`config.mk`:
```
export PLATFORM = sky130hd
export DESIGN_NAME = rect_fill
export DESIGN_NICKNAME = d
export VERILOG_FILES = /design/src/rtl/rect_fill.sv
export SDC_FILE = /design/constraint.sdc
export NUM_CORES = 1
export LEC_CHECK = 0
export ABC_AREA = 1
export CAP_MARGIN = 20
export CORE_MARGIN = 10
export CORE_UTILIZATION = 55
export CTS_CLUSTER_SIZE = 40
export DETAILED_ROUTE_END_ITERATION = 8
export GPL_TIMING_DRIVEN = 0
export PLACE_DENSITY = 0.77
export RECOVER_POWER = 50
export REMOVE_ABC_BUFFERS = 1
export SLEW_MARGIN = 30
export SYNTH_ARGS = -nofsm -noshare
export SYNTH_HDL_FRONTEND = slang
export SYNTH_SLANG_ARGS = --single-unit
```
`constraint.sdc`:
```
create_clock -name clk_sys -period 2.2 [get_ports clk_sys]
set_input_delay 0.22 -clock clk_sys [delete_from_list [all_inputs] [get_ports clk_sys]]
set_output_delay 0.22 -clock clk_sys [all_outputs]
set_load 0.05 [all_outputs]
```
`src/rtl/rect_fill.sv`:
```
// rect_fill: fills an axis-aligned rectangle of a frame buffer with one colour,
// writing one pixel per clock in raster order. Every output is a flop.
// Optional clipping to the W x H screen is enabled by defining RECT_FILL_CLIP_EN;
// without it the rectangle is used as given and addresses wrap modulo 2**ADDR_W.
module rect_fill #(
    parameter int W      = 320,
    parameter int H      = 240,
    parameter int DATA_W = 16,
    parameter int ADDR_W = 17
) (
    input  logic              clk_sys,
    input  logic              rst_n,
    input  logic              cmd_valid,
    output logic              cmd_ready,
    input  logic [8:0]        cmd_x,
    input  logic [7:0]        cmd_y,
    input  logic [9:0]        cmd_w,
    input  logic [8:0]        cmd_h,
    input  logic [DATA_W-1:0] cmd_color,
    output logic              fb_en,
    output logic              fb_we,
    output logic [ADDR_W-1:0] fb_addr,
    output logic [DATA_W-1:0] fb_din,
    output logic              busy,
    output logic              done
);

    typedef enum logic [1:0] {IDLE, FILL, DONE} state_t;

    localparam logic [ADDR_W-1:0] W_ADDR = ADDR_W'(W);

    state_t              r_state;
    state_t              w_next;

    logic [9:0]          w_w_eff;
    logic [8:0]          w_h_eff;
    logic                w_accept;
    logic                w_zero;
    logic                w_last;
    logic [ADDR_W-1:0]   w_start;

    logic [9:0]          r_col;
    logic [9:0]          r_w_last;
    logic [8:0]          r_row;
    logic [8:0]          r_h_last;
    logic [ADDR_W-1:0]   r_row_base;
    logic [ADDR_W-1:0]   r_fb_addr;
    logic [DATA_W-1:0]   r_fb_din;
    logic                r_fb_en;
    logic                r_cmd_ready;
    logic                r_busy;
    logic                r_done;

    // Row offset y*W as a shift-add over the bits of y against the constant W,
    // so the start address needs no general multiplier.
    function automatic logic [ADDR_W-1:0] row_offset(input logic [7:0] y);
        logic [ADDR_W-1:0] acc;
        acc = '0;
        for (int i = 0; i < 8; i++) begin
            if (y[i]) acc = acc + ADDR_W'(W << i);
        end
        return acc;
    endfunction

`ifdef RECT_FILL_CLIP_EN
    // Clip the offered rectangle to the visible screen.
    always_comb begin
        w_w_eff = '0;
        w_h_eff = '0;
        if ((int'(cmd_x) < W) && (int'(cmd_y) < H)) begin
            w_w_eff = (int'(cmd_w) < (W - int'(cmd_x))) ? cmd_w : 10'(W - int'(cmd_x));
            w_h_eff = (int'(cmd_h) < (H - int'(cmd_y))) ? cmd_h : 9'(H - int'(cmd_y));
        end
    end
`else
    // Unclipped: off-screen pixels simply wrap in the address space.
    always_comb begin
        w_w_eff = cmd_w;
        w_h_eff = cmd_h;
    end
`endif

    assign w_accept = (r_state == IDLE) && cmd_valid;
    assign w_zero   = (w_w_eff == 10'd0) || (w_h_eff == 9'd0);
    assign w_last   = (r_col == r_w_last) && (r_row == r_h_last);
    assign w_start  = row_offset(cmd_y) + ADDR_W'(cmd_x);

    // State register.
    always_ff @(posedge clk_sys or negedge rst_n) begin
        if (!rst_n) r_state <= IDLE;
        else        r_state <= w_next;
    end

    // Next-state logic; the pixel on the outputs during FILL is the one indexed by r_col/r_row.
    always_comb begin
        w_next = r_state;
        case (r_state)
            IDLE:    if (cmd_valid) w_next = w_zero ? DONE : FILL;
            FILL:    if (w_last) w_next = DONE;
            DONE:    w_next = IDLE;
            default: w_next = IDLE;
        endcase
    end

    // Control outputs are registered from the next state so they line up with it.
    always_ff @(posedge clk_sys or negedge rst_n) begin
        if (!rst_n) begin
            r_cmd_ready <= 1'b1;
            r_busy      <= 1'b0;
            r_done      <= 1'b0;
            r_fb_en     <= 1'b0;
        end else begin
            r_cmd_ready <= (w_next == IDLE);
            r_busy      <= (w_next != IDLE);
            r_done      <= (w_next == DONE);
            r_fb_en     <= (w_next == FILL);
        end
    end

    // Pixel walker: latch the command on accept, then step +1 per pixel and +W per row.
    always_ff @(posedge clk_sys or negedge rst_n) begin
        if (!rst_n) begin
            r_fb_addr  <= '0;
            r_fb_din   <= '0;
            r_row_base <= '0;
            r_col      <= '0;
            r_row      <= '0;
            r_w_last   <= '0;
            r_h_last   <= '0;
        end else if (w_accept) begin
            r_fb_addr  <= w_start;
            r_row_base <= w_start;
            r_fb_din   <= cmd_color;
            r_col      <= '0;
            r_row      <= '0;
            r_w_last   <= w_w_eff - 10'd1;
            r_h_last   <= w_h_eff - 9'd1;
        end else if ((r_state == FILL) && !w_last) begin
            if (r_col == r_w_last) begin
                r_col      <= '0;
                r_row      <= r_row + 9'd1;
                r_row_base <= r_row_base + W_ADDR;
                r_fb_addr  <= r_row_base + W_ADDR;
            end else begin
                r_col      <= r_col + 10'd1;
                r_fb_addr  <= r_fb_addr + ADDR_W'(1);
            end
        end
    end

    assign cmd_ready = r_cmd_ready;
    assign busy      = r_busy;
    assign done      = r_done;
    assign fb_en     = r_fb_en;
    assign fb_we     = r_fb_en;
    assign fb_addr   = r_fb_addr;
    assign fb_din    = r_fb_din;

endmodule

```
==> results.toml <==
[pwr]
comb_power_share_pct = 49.0
ir_drop_mv = 0.8079
p_clk_share_pct = 14.4
seqPwrFrac_pct = 36.5
p_sw_share_pct = 45.26
p_per_area_nw_per_um2 = 1091
internal_power_mw = 4.563
p_switching_mw = 3.773
p_leak_nw = 3.489
power_mw = 8.336

[die]
rows = 37
start_util_pct = 57.03
coreArea_um2 = 10460
die_area_um2 = 15420
die_w_um = 124.2
num_io_pins = 93
die_y_um = 124.2

[final_layout]
final_common_cell = "nand2_1"
syn2layout_area_growth_pct = 28.04
stdcell_area_um2 = 7640
layout.nets = 949
antennaDiodeCount = 0
final_cell_mix = "nand2_1 (181), dfrtp_1 (92), clkdlybuf4s50_1 (87)"
drive_gt1_share_pct = 16.80
fin_cells = 1017
fin_util_pct = 73.02

[cts]
cts_num_sinks = 94
cts_buffer_depth = 2
cts_tree = "done"
clock_latency_ps = 360
path_clk_slew_ps = 90
cts_buffers = 9
cts_root_buffer = "clkbuf_8"
htreeDepth = 3

[route]
ant_nets = 0
avgRoutedWirePerCell_um = 15.32
drcViolationCount = 0
via_per_inst = 5.461
firstDrtPassIters = 7
first_iter_violations = 461
vias = 5554
drt_wl_total_mm = 15.58

[setup_path]
slowest_stage = "ha_4"
cp_num_buf_inv = 5
crit_type = "in2reg"
path_max_fanout = 3
critPathArrivalTime_ps = 3740
endpoint_kind = "flop"
rr_startpoint = "r_state[1]"
reg2regPathDepth = 7
r2r_end = "r_row_base[8]"
required_ps = 2490
cpPeakStageDelay_ps = 260
reg2reg_slack_ps = -180
cp_common_cell = "ha_4"
timing.critical_path.from_type = "input pin"
cp_top_family = "simple AND/OR/NAND/NOR gates"

[flow_run]
cap_violations = 0

[sta]
setup_viol = 39
setup-tns-final_ps = -12620
finalMaxSlewViolations = 0
clock-skew-final_ps = 8.384
relSlewSlack_pct = 39.30
fin_crit_sh_pct = 156.9
fmax_ghz = 0.2898
rsz0062_at_grt = "yes"
hold_slack_ps = 389.4
tightest_slew_ps = 910.5
min_period_ps = 3451
timing.final.ws_setup_ps = -1251
hold_viol = 0

[grt]
grt_max_degree = 72
grt_pass1_wl_mm = 24.69
grtUsageTotal_pct = 19.65
antenna_found_initial = 0
overflow = 0
grt_pass1_vias = 5299

[place]
io_buffers = 92
place_congestion = 0.9068
dpl_cell_area_um2 = 6967
hpwlAfterDp_mm = 10.73
dp_slack_ps = -2717
place_inst = 975

[synthesis]
synth_cell_type_count = 51
ys.flop_type = "dfrtp_1"
synth_edf_count = 0
synth_seq_cells = 94
yosysWarnings = 0
synth_cells = 764
syn_area_um2 = 5967
synth-seq-area-share_pct = 39.44
async_flop_share_pct = 100.0
syn_area_per_cell_um2 = 7.810

[hold_path]
hold_depth = 3
hold_end = "fb_din[7]"
hp-class = "in2reg"
hp-start = "cmd_color[7]"

[run_status]
outcome = "finished with violations"
violations = "setup timing"
-- worst max path at each step --
stage	cells past startpoint	startpoint	endpoint	slack, ps
after floorplan	7	r_state[1]	r_row_base[9]	-4740
after global placement	9	cmd_valid	r_row_base[9]	-8960
after detailed placement	29	cmd_y[0]	fb_addr[15]	-2720
after CTS	28	cmd_y[0]	fb_addr[15]	-1210
after global routing	31	cmd_y[0]	fb_addr[16]	-1390
final	27	cmd_y[0]	r_row_base[15]	-1250
-- flip-flops by register name, indices dropped and copies added (netlist names) --
register / flops
r_row: 9
fb_en: 1
r_col: 10
busy: 1
cmd_ready: 1
r_state: 2
fb_din: 16
done: 1
r_row_base: 17
fb_addr: 17
r_h_last: 9
r_w_last: 10
-- worst register-to-register path: stages (launching register included) --
cell and delay, ps:
dfrtp_1 430, nor3_1 330, clkbuf_2 560, clkinv_16 250, nand2_8 250, inv_4 110
nor2_1 220, a22oi_1 110
-- cell type report --
cell class	instances	area, um2
Tap cell	136	170.2
Multi-Input combinational cell	568	3382
Clock buffer	11	151.4
Fill cell	816	2823
Inverter	82	359.1
Timing Repair Buffer	120	1160
Sequential cell	94	2355
Timing Repair inverter	1	6.256
Clock inverter	5	56.30
-- synth_stat cells, types with 6 or more instances --
cell type / instances / area (um2)
a21oi_1: 24 / 120.1
a31oi_1: 6 / 37.54
buf_6: 7 / 78.83
clkbuf_1: 11 / 41.29
dfrtp_1: 93 / 2327
ha_1: 17 / 212.7
inv_1: 71 / 266.5
inv_2: 6 / 22.52
nand2_1: 189 / 709.4
nand2_2: 11 / 68.82
nand3_1: 32 / 160.2
nand3_2: 8 / 80.08
nand4_1: 13 / 81.33
nor2_1: 79 / 296.5
nor2_2: 6 / 37.54
nor3_1: 15 / 75.07
o21ai_0: 44 / 220.2
o21ai_1: 9 / 45.04
o22ai_1: 6 / 37.54
o31ai_1: 6 / 45.04
or2_2: 8 / 50.05
xnor2_1: 18 / 157.7
xor2_1: 34 / 297.8
-- power by group through the flow --
| stage | clock, mW | sequential [mW] | combinational, mW |
|---|---|---|---|
| 2_1_floorplan | 0 | 3.86 | 1.82 |
| 3_3_place_gp | 0 | 3.03 | 3.73 |
| 3_5_place_dp | 0 | 3.06 | 3.86 |
| 4_1_cts | 1.22 | 3.03 | 4.01 |
| 5_1_grt | 1.30 | 3.14 | 4.47 |
| 6_report | 1.20 | 3.05 | 4.09 |
-- timing repair --
action | in CTS | in global routing
cloned | 3 | 2
setup endpoints to repair | 51 | 41
pin swaps | 25 | 22
endpoints found under the hold margin | 36 | 0
hold buffers | 1 | 0
resized for setup | 55 | 27
buffers inserted | 12 | 9
-- cell families after synthesis --
kind of cell / share of synthesized area [%]
compound gates: 10.99
buf+inv: 8.283
fa+ha+maj: 3.900
simple gates: 29.04
mux: 0.1678
flops: 39.44
xor+xnor: 8.178
-- routing by layer --
layer / vias up / global-route usage, % / routed length (um)
li1: 2693 / - / -
met4: 0 / 6.547 / 311
met3: 28 / 3.303 / 1012
met5: - / 0 / 0
met2: 195 / 34.55 / 7855
met1: 2638 / 23.84 / 6399
No activity file was read; power rests on OpenSTA's default activity.
